## config.mk

```make
export PLATFORM = sky130hd
export DESIGN_NAME = rx_data_capture
export DESIGN_NICKNAME = d
export VERILOG_FILES = /design/src/rtl/rx_data_capture.sv
export SDC_FILE = /design/constraint.sdc
export NUM_CORES = 1
export LEC_CHECK = 0
export ABC_AREA = 1
export CAP_MARGIN = 5
export CORE_MARGIN = 5
export CORE_UTILIZATION = 46
export DETAILED_ROUTE_END_ITERATION = 10
export PLACE_DENSITY = 0.82
export SETUP_SLACK_MARGIN = 0.3
export SYNTH_ARGS = -nofsm -noshare
export SYNTH_HDL_FRONTEND = slang
export SYNTH_SLANG_ARGS = --single-unit
```

## constraint.sdc

```tcl
create_clock -name clk -period 1.1 [get_ports clk]
set_input_delay 0.11 -clock clk [delete_from_list [all_inputs] [get_ports clk]]
set_output_delay 0.11 -clock clk [all_outputs]
set_load 0.05 [all_outputs]
```

## src/rtl/rx_data_capture.sv

```systemverilog
// UART Rx data path: assembles LSB-first bytes, checks parity/stop, and holds the
// result in a one-entry valid/ready buffer. Define RX_MAJORITY_VOTE_EN for 3-sample glitch rejection.
module rx_data_capture #(
  parameter bit PARITY_ODD = 1'b0,
  parameter int DATA_BITS  = 8
) (
  input  logic       clk,
  input  logic       reset_n,
  input  logic       serial_in,
  input  logic       sampling_strobe,
  input  logic       data_is_available,
  input  logic       is_parity_stage,
  input  logic       data_is_valid,
  output logic [7:0] rx_data,
  output logic       rx_valid,
  input  logic       rx_ready,
  output logic       parity_error,
  output logic       framing_error,
  output logic       overrun,
  input  logic       clear_overrun
);

  localparam logic [3:0] FRAME_BITS = 4'(DATA_BITS);

  logic [7:0] r_shiftReg;
  logic [3:0] r_bitCnt;
  logic       r_parBit;

  logic       w_sample;
  logic       w_stopStrobe;
  logic       w_parityStrobe;
  logic       w_dataStrobe;
  logic       w_idleStrobe;
  logic       w_framePerr;
  logic       w_frameFerr;
  logic       w_canLoad;

`ifdef RX_MAJORITY_VOTE_EN
  logic [2:0] r_history;

  // History resets to all ones so an idle line never looks like a start glitch.
  always_ff @(posedge clk or negedge reset_n) begin
    if (!reset_n) begin
      r_history <= 3'b111;
    end else begin
      r_history <= {r_history[1:0], serial_in};
    end
  end

  assign w_sample = (r_history[0] & r_history[1]) |
                    (r_history[1] & r_history[2]) |
                    (r_history[0] & r_history[2]);
`else
  assign w_sample = serial_in;
`endif

  // Overlapping stage flags are resolved stop > parity > data.
  assign w_stopStrobe   = sampling_strobe & data_is_valid;
  assign w_parityStrobe = sampling_strobe & is_parity_stage & ~data_is_valid;
  assign w_dataStrobe   = sampling_strobe & data_is_available & ~is_parity_stage & ~data_is_valid;
  assign w_idleStrobe   = sampling_strobe & ~data_is_available & ~is_parity_stage & ~data_is_valid;

  assign w_framePerr = (^r_shiftReg) ^ r_parBit ^ PARITY_ODD;
  assign w_frameFerr = ~w_sample | (r_bitCnt != FRAME_BITS);
  assign w_canLoad   = ~rx_valid | rx_ready;

  always_ff @(posedge clk or negedge reset_n) begin
    if (!reset_n) begin
      r_shiftReg <= 8'h00;
      r_bitCnt   <= 4'd0;
      r_parBit   <= 1'b0;
    end else begin
      if (w_dataStrobe) begin
        r_shiftReg <= {w_sample, r_shiftReg[7:1]};
        if (r_bitCnt != 4'hF) begin
          r_bitCnt <= r_bitCnt + 4'd1;
        end
      end
      if (w_parityStrobe) begin
        r_parBit <= w_sample;
      end
      if (w_stopStrobe || w_idleStrobe) begin
        r_bitCnt <= 4'd0;
      end
    end
  end

  // A commit that finds the buffer full and not being drained is dropped and flagged.
  always_ff @(posedge clk or negedge reset_n) begin
    if (!reset_n) begin
      rx_data       <= 8'h00;
      rx_valid      <= 1'b0;
      parity_error  <= 1'b0;
      framing_error <= 1'b0;
      overrun       <= 1'b0;
    end else begin
      if (w_stopStrobe && w_canLoad) begin
        rx_data       <= r_shiftReg;
        parity_error  <= w_framePerr;
        framing_error <= w_frameFerr;
        rx_valid      <= 1'b1;
      end else if (rx_valid && rx_ready) begin
        rx_valid <= 1'b0;
      end

      if (w_stopStrobe && !w_canLoad) begin
        overrun <= 1'b1;
      end else if (clear_overrun) begin
        overrun <= 1'b0;
      end
    end
  end

endmodule

```

# Word level (Yosys, flattened, before mapping)
# Cells that the tools add are included.
# Widths: inputs -> output; s select.
# word_totals
register_bits,25
input_bits,9
wordCells,46
# op_classes
n_addsub,1
eq_ne,2
mux,7
bitwise_logic,17
n_reduce_logical,11
# op_table
op,n
$mux 4,3
$and 1x1->1,9
$ne 4x4->1 const B,2
$reduce_bool 2->1,4
$reduce_xor 8->1,1
$not 1->1,5
$add 4x1->4 const B,1
$mux 1,4
$logic_and 1x1->1,3
$or 1x1->1,2
$reduce_and 2->1,1
$logic_not 1->1,1
$logic_or 1x1->1,1
$xor 1x1->1,1

# Longest topological paths before layout
# Gate-level depths: netlist (run 1).
# depth
word_depth,7
mapped_depth,9
depth_no_buf,9

# Worst setup path before layout (run 1)
# OpenSTA, ideal clock, no wires.
# synth_timing
path_kind,flip-flop to flip-flop
start,register rx_valid
end,register parity_error
setup_time_ns,0.066
arrival_ns,1.290
setup_slack_ns,-0.255
path_stages_with_launch,8
synth_period_minus_slack_ns,1.355
path_cell_list,dfrtp_1 inv_1 nor2_1 nor2_2 inv_2 buf_6 nand2_1 nand2_1
# synth_between
elab_chain_len,3
# synth_lines
item,line,source
"start, declared",15,"output logic rx_valid,"
"start signal, assigned",92,rx_valid <= 1'b0;
"start signal, assigned",101,rx_valid <= 1'b1;
"start signal, assigned",103,rx_valid <= 1'b0;
$not 1->1,65,assign w_canLoad = ~rx_valid | rx_ready;
$or 1x1->1,65,
$logic_and 1x1->1,97,if (w_stopStrobe && w_canLoad) begin
"end signal, assigned",99,parity_error <= w_framePerr;
"end, declared",17,"output logic parity_error,"
# No other way between the ends.
# A chain may end at the register's enable or synchronous reset.

# Worst setup path after layout (run 1)
# layout_timing
start,register r_bitCnt[1]
end,register r_bitCnt[2]
# layout_between
elab_chain_len,4
# layout_lines
item,line,source
"start, declared",26,logic [3:0] r_bitCnt;
"start signal, assigned",76,r_bitCnt <= r_bitCnt + 4'd1;
$add 4x1->4,76,
$mux 4,75,if (r_bitCnt != 4'hF) begin
$mux 4,73,if (w_dataStrobe) begin
$mux 4,82,if (w_stopStrobe || w_idleStrobe) begin
# Several ways; a longest one is shown, not always the timed one. The select of a mux whose other input is x is not followed.

==> results.py, run 1 <==
metrics = {
    "run_status": {
        "outcome": "complete, but fails checks",
        "failed_checks": "negative setup slack",
    },
    "detailed_routing": {
        "detail-route-antenna-nets": 0,
        "wire_per_inst_um": 14.7,
        "routed_vias_inst": 5.08,
        "finalWirelength_um": 3330,
        "routed-via-count": 1149,
        "drc_errors": 0,
        "dr.first_iter.drc_count": 40,
        "detailedRoute.firstPassIterationCount": 4,
    },
    "floorplanning": {
        "die-width_um": 61.5,
        "io_pins": 21,
        "die_height_um": 61.5,
        "initial_core_util_pct": 48.8,
        "number_of_rows_in_the_core_area": 18,
        "die-area_um2": 3790,
        "core_um2": 2500,
    },
    "synthesis": {
        "synthesis.area_um2": 1220,
        "average_cell_area_after_synthesis_um2": 8.48,
        "synthesis.nets": 155,
        "yosysSeqAreaShare_pct": 51.2,
        "synth_seq_cells": 25,
        "yosys_warnings": 0,
        "synthesis.instances": 144,
        "synthDistinctLibCells": 20,
    },
    "worst_setup_path": {
        "critical_path.cell_chain": "ha_2, nand3_2, nand3_4, inv_2, nand2_2, xor2_1, nor2_1",
        "worst_r2r_endpoint": "r_bitCnt[2]",
        "worstPathRequired_ns": 1.36,
        "timing.critical_path.from_type": "flip-flop",
        "worstRegToRegCells": 7,
        "setup.worst_path.end_class": "flip-flop",
        "crit_slowest_cell": "sky130_fd_sc_hd__dfrtp_1",
        "worstPathMaxFanout": 3,
        "timing.reg2reg.setup_slack_ns": -0.1,
        "worstPathArrival_ns": 1.46,
        "crit-reg2reg-launch": "r_bitCnt[1]",
        "worst-setup-path-type": "flip-flop to flip-flop",
        "cp_slowest_stage_delay_ns": 0.41,
    },
    "power": {
        "seqPwrFrac_pct": 38.8,
        "power.internal_mw": 1.97,
        "ir_worst_vdd_mv": 1.23,
        "powerDensity_nw_per_um2": 1630,
        "switching_share_pct": 39.5,
        "power_mw": 3.26,
        "power.combinational.fraction_pct": 48.4,
        "p_switching_mw": 1.29,
        "power.static_leakage_nw": 0.974,
        "clkPwrFrac_pct": 12.9,
    },
    "timing": {
        "timing.final.ws_setup_ns": -0.0974,
        "hold_viol": 0,
        "setup_violations": 7,
        "hold_ws_ns": 0.124,
        "fmax_ghz": 0.835,
        "setup_repair_after_global_routing_missed_its_margin": "yes",
        "timing.clock.skew_ns": 0.00398,
        "slew_headroom_pct": 86.1,
        "timing.final.max_slew_violations": 0,
        "fin_crit_sh_pct": 109,
        "layout_min_cycle_time_ns": 1.20,
        "worst_pin_slew_ns": 0.208,
    },
    "grt": {
        "grt_first_pass_wirelength_um": 4990,
        "maximum_number_of_pins_on_one_net_before_global_route_repair": 26,
        "grt_antenna_before_repair": 0,
        "grt_use_total_pct": 18.2,
        "first_global_vias": 1168,
        "globalRouteOverflowTotal": 0,
    },
    "cells_and_area": {
        "post_route_insts_no_fill": 226,
        "area_delta_synth_final_pct": 63.8,
        "n_antenna_cell": 0,
        "fillCellCount": 154,
        "share_of_layout_cells_above_drive_strength_1_pct": 47.4,
        "design.final.nets": 208,
    },
    "run": {
        "cap_violations": 0,
    },
    "clock_network": {
        "cts_buffers": 3,
        "cts_tree": "built",
        "clkLatencyLatePin_ns": 0.32,
        "clock_tree.htree_level_count": 1,
        "clock_sinks": 25,
        "cts_root_buf": "sky130_fd_sc_hd__clkbuf_4",
        "max-clock-path-buffers": 2,
        "worst_setup_hold_path_clk_slew_ns": 0.14,
        "postCtsHoldBufs": 0,
    },
    "worst_hold_path": {
        "worstHoldPathType": "input port to async pin",
    },
    "placement": {
        "detailedPlacementHpwl_um": 1950,
        "post-place-cells": 206,
        "buffer_ports.inserted": 20,
        "globalplace.congestion": 0.822,
    },
}
==> layout make-up <==
| class | instances | area (um2) | share of cell area, % |
|---|---|---|---|
| sequential | 25 | 629 | 31.5 |
| multi-input combinational | 95 | 618 | 30.9 |
| timing repair buffer | 48 | 579 | 29.0 |
| inverter | 23 | 98.8 | 4.94 |
| tap | 30 | 37.5 | 1.88 |
| clock buffer | 4 | 26.3 | 1.31 |
| timing repair inverter | 1 | 11.3 | 0.563 |
==> flip-flops by register name, indices dropped and copies added, names as in the netlist <==
signal	count
overrun	1
rx_valid	1
framing_error	1
r_bitCnt	4
parity_error	1
r_parBit	1
r_shiftReg	8
rx_data	8
==> Yosys cell counts, drive strengths merged <==
master	n	area (um2)
nor2	11	51.3
buf	2	22.5
inv	23	86.3
nand2	45	179
o21ai	20	130
dfrtp	25	626
a31oi	1	6.26
a21oi	2	10.0
nand3	9	50.1
xor2	2	17.5
a41oi	1	8.76
ha	2	25.0
o32ai	1	8.76
==> stage by stage <==
step	setup slack, ns	util (%)	area, um2	setup TNS (ns)
floorplan	-0.148	-	1240	-0.929
CTS	-0.0834	74.0	1850	-0.361
finish	-0.0974	80.0	2000	-0.411
global route	-0.157	80.0	2000	-1.03
detailed placement	-0.276	67.6	1690	-4.81
global placement	-0.196	67.6	1690	-4.00
==> what timing repair did <==
action	4_1_cts	5_1_grt
buffers inserted	8	6
pin swaps	6	11
gates resized for setup	29	33
cloned	1	1
setup endpoints to repair	35	32
endpoints found under the hold margin	0	0
==> cells in the final DEF, fill, tap and decap left out, types with 2 or more instances in the layout <==
cell                              instances
sky130_fd_sc_hd__nand3_2                  4
sky130_fd_sc_hd__o21ai_1                  5
sky130_fd_sc_hd__inv_4                    3
sky130_fd_sc_hd__buf_4                   16
sky130_fd_sc_hd__nand3_1                  3
sky130_fd_sc_hd__dfrtp_1                 22
sky130_fd_sc_hd__dfrtp_2                  3
sky130_fd_sc_hd__o21ai_2                 11
sky130_fd_sc_hd__nand2_1                 33
sky130_fd_sc_hd__buf_6                   11
sky130_fd_sc_hd__inv_1                   13
sky130_fd_sc_hd__clkdlybuf4s50_1          4
sky130_fd_sc_hd__nand3_4                  2
sky130_fd_sc_hd__o21ai_0                  4
sky130_fd_sc_hd__clkbuf_4                 3
sky130_fd_sc_hd__nand2_2                  9
sky130_fd_sc_hd__a21oi_1                  2
sky130_fd_sc_hd__xor2_1                   2
sky130_fd_sc_hd__nor2_1                   7
sky130_fd_sc_hd__nor2_4                   3
sky130_fd_sc_hd__nand2_4                  3
sky130_fd_sc_hd__buf_12                  13
sky130_fd_sc_hd__inv_2                    6
sky130_fd_sc_hd__dlygate4sd2_1            4
==> critical path: cells and delay by family (launching register included) <==
kind / cells / cell delay, ns
flops: 1 / 0.41
simple gates: 4 / 0.32
fa+ha+maj: 1 / 0.20
xor+xnor: 1 / 0.13
buf+inv: 1 / 0.07
==> worst max path at each step <==
stage	slack, ns	startpoint	endpoint	cells past startpoint
3_3_place_gp	-0.20	data_is_valid	rx_data[3]	6
3_5_place_dp	-0.28	data_is_available	r_bitCnt[2]	8
6_report	-0.1	r_bitCnt[1]	r_bitCnt[2]	7
2_1_floorplan	-0.15	rx_valid	rx_data[7]	7
4_1_cts	-0.08	r_bitCnt[0]	r_bitCnt[2]	7
5_1_grt	-0.16	r_bitCnt[1]	r_bitCnt[2]	7
==> routing by layer <==
| metal | track usage (%) | vias up | part of all wire, % |
|---|---|---|---|
| li1 | - | 559 | - |
| met1 | 19.1 | 548 | 39 |
| met2 | 32.7 | 36 | 54 |
| met3 | 4.61 | 6 | 5.8 |
| met4 | 10.0 | 0 | 1.7 |
| met5 | 0 | - | 0 |
==> power by group through the flow <==
stage / combinational [mW] / sequential [mW] / clock, mW
6_report: 1.58 / 1.26 / 0.419
3_3_place_gp: 1.24 / 1.24 / 0
4_1_cts: 1.39 / 1.24 / 0.414
5_1_grt: 1.68 / 1.29 / 0.462
3_5_place_dp: 1.27 / 1.25 / 0
2_1_floorplan: 0.412 / 1.49 / 0
==> cells by family (layout without fill, tap and decap cells) <==
group / count (synthesis) / count (layout) / synth area share, %
buffers and inverters: 25 / 76 / 8.91
adders and majority gates: 2 / 2 / 2.05
xor gates and xnor gates: 2 / 2 / 1.43
AOI/OAI and AO/OA: 25 / 25 / 13.4
and+or+nand+nor: 65 / 66 / 23.0
DFF: 25 / 25 / 51.2
(Power assumes the default switching activity.)
==> run 2: changes to the inputs <==
Settings changed: CORE_UTILIZATION 46 to 35, PLACE_DENSITY 0.82 to 0.67.
==> run 2 against run 1 <==
Net effect:
- the run still ends with negative setup slack left
- non-clock buffer count rose by 2
- worst setup slack got worse by 0.017 ns
- first-iteration DRC count rose by 40%
- die area rose by 26%
- power fell by 2.3%
- flip-flop and latch count did not move
- clock power fell by 4%
- final cell count rose by 8.0%
- cell area rose by 0.56%
- sequential power barely moved
- critical path depth fell by 1
==> results.py, run 2 (synthesized netlist as in run 1, its figures left out) <==
metrics = {
    "timing": {
        "hold_viol": 0,
        "setup_violations": 7,
        "timing.final.ws_setup_ns": -0.115,
        "timing.final.max_slew_violations": 0,
        "setup_repair_after_global_routing_missed_its_margin": "yes",
        "timing.clock.skew_ns": 0.00376,
        "fin_crit_sh_pct": 110,
        "hold_ws_ns": 0.126,
        "slew_headroom_pct": 87.1,
        "worst_pin_slew_ns": 0.194,
        "fmax_ghz": 0.823,
        "layout_min_cycle_time_ns": 1.21,
    },
    "worst_setup_path": {
        "worstPathMaxFanout": 3,
        "worstPathArrival_ns": 1.42,
        "crit_slowest_cell": "sky130_fd_sc_hd__dfrtp_1",
        "worst-setup-path-type": "flip-flop to flip-flop",
        "worstPathRequired_ns": 1.31,
        "cp_top_family": "flip-flops",
        "critical_path.cell_chain": "ha_2, nand3_2, nand3_4, nor2_2, buf_4, a21oi_1",
        "setup.worst_path.end_class": "flip-flop",
        "timing.critical_path.from_type": "flip-flop",
        "cp_slowest_stage_delay_ns": 0.41,
        "timing.critical_path.buf_inv": 1,
    },
    "floorplanning": {
        "core_um2": 3360,
        "die-width_um": 69.1,
        "initial_core_util_pct": 36.3,
        "number_of_rows_in_the_core_area": 21,
        "die-area_um2": 4770,
        "die_height_um": 69.1,
        "io_pins": 21,
    },
    "clock_network": {
        "clkLatencyLatePin_ns": 0.31,
        "max-clock-path-buffers": 2,
        "cts_root_buf": "sky130_fd_sc_hd__clkbuf_4",
        "clock_sinks": 25,
        "postCtsHoldBufs": 0,
        "cts_buffers": 3,
        "cts_tree": "built",
        "clock_tree.htree_level_count": 1,
        "worst_setup_hold_path_clk_slew_ns": 0.13,
    },
    "detailed_routing": {
        "detailedRoute.firstPassIterationCount": 4,
        "drc_errors": 0,
        "wire_per_inst_um": 12.2,
        "detail-route-antenna-nets": 0,
        "routed_vias_inst": 4.70,
        "routed-via-count": 1147,
        "dr.first_iter.drc_count": 56,
        "finalWirelength_um": 2970,
    },
    "cells_and_area": {
        "area.sequential_um2": 627,
        "mostFrequentLayoutCell": "sky130_fd_sc_hd__nand2_1",
        "share_of_layout_cells_above_drive_strength_1_pct": 48.0,
        "fillCellCount": 301,
        "reg_top3": "r_shiftReg (8), rx_data (8), r_bitCnt (4)",
        "mostFrequentLayoutCells": "39 x sky130_fd_sc_hd__nand2_1, 24 x sky130_fd_sc_hd__dfrtp_1, 16 x sky130_fd_sc_hd__buf_4",
        "area_delta_synth_final_pct": 64.8,
        "n_antenna_cell": 0,
        "footprint_of_the_multi_input_gates_um2": 594,
        "fin_util_pct": 59.8,
        "design.final.nets": 210,
    },
    "power": {
        "p_switching_mw": 1.22,
        "power.static_leakage_nw": 0.984,
        "switching_share_pct": 38.3,
        "powerDensity_nw_per_um2": 1580,
        "power.combinational.fraction_pct": 48.5,
        "clkPwrFrac_pct": 12.6,
        "seqPwrFrac_pct": 38.9,
        "ir_worst_vdd_mv": 0.506,
        "power_mw": 3.19,
        "power.internal_mw": 1.96,
    },
    "grt": {
        "grt_use_total_pct": 12.1,
        "grt_first_pass_wirelength_um": 4890,
        "globalRouteOverflowTotal": 0,
        "maximum_number_of_pins_on_one_net_before_global_route_repair": 26,
        "grt_antenna_before_repair": 0,
        "first_global_vias": 1145,
    },
    "run_status": {
        "failed_checks": "negative setup slack",
        "outcome": "complete, but fails checks",
    },
    "placement": {
        "place_worst_setup_slack_ns": -0.387,
        "globalplace.congestion": 0.807,
        "detailedPlacementHpwl_um": 2010,
        "buffer_ports.inserted": 20,
    },
    "run": {
        "cap_violations": 0,
    },
    "worst_hold_path": {
        "worstHoldPathType": "input port to async pin",
    },
}
run 2: final timing paths:
check                                      from             to  slack (ns)  cells after the start
worst min-delay path                    reset_n     rx_data[1]        0.13                      2
max in group asynchronous               reset_n       rx_valid        0.81                      2
min in group clk                is_parity_stage       r_parBit        0.32                      3
worst min register to register    r_shiftReg[6]  r_shiftReg[6]        0.55                      2
worst max register to register      r_bitCnt[1]    r_bitCnt[3]       -0.11                      6
worst max-delay path                r_bitCnt[1]    r_bitCnt[3]       -0.11                      6
run 2: layout make-up:
class / instances / area share, %
timing repair buffer: 50 / 29.9
multi-input combinational: 95 / 29.5
timing repair inverter: 1 / 0.560
inverter: 23 / 4.66
tap: 46 / 2.86
clock buffer: 4 / 1.31
sequential: 25 / 31.2
run 2: power groups by stage:
stage	Clock (mW)	Sequential, mW	Combinational [mW]
finish	0.401	1.24	1.54
global route	0.456	1.26	1.66
CTS	0.418	1.23	1.46
detailed placement	0	1.25	1.29
global placement	0	1.24	1.26
floorplan	0	1.49	0.412
run 2: worst register-to-register path, delay by kind of cell, from the launching register on:
kind | cells | cell delay [ns]
buffers and inverters | 1 | 0.12
and+or+nand+nor | 3 | 0.32
DFF | 1 | 0.41
AOI/OAI and AO/OA | 1 | 0.06
adders and majority gates | 1 | 0.20
run 2: metrics by stage:
step,setup TNS (ns),cell area [um2],cells
detailed placement,-4.96,1720,223
CTS,-0.339,1910,241
finish,-0.349,2010,244
floorplan,-0.929,1240,144
global route,-0.833,2010,244
global placement,-4.14,1720,223
run 2: timing repair:
action / in CTS / in global routing
setup endpoints to repair: 35 / 36
pin swaps: 12 / 4
setup buffers: 13 / 2
gates resized for setup: 35 / 28
cloned: 1 / 1
run 2: metal layers:
metal	up-vias	wire, um	GRT usage [%]
li1	570	-	-
met1	543	1190	14.4
met2	27	1610	21.6
met3	7	125	2.76
met4	0	41	3.47
met5	-	0	0
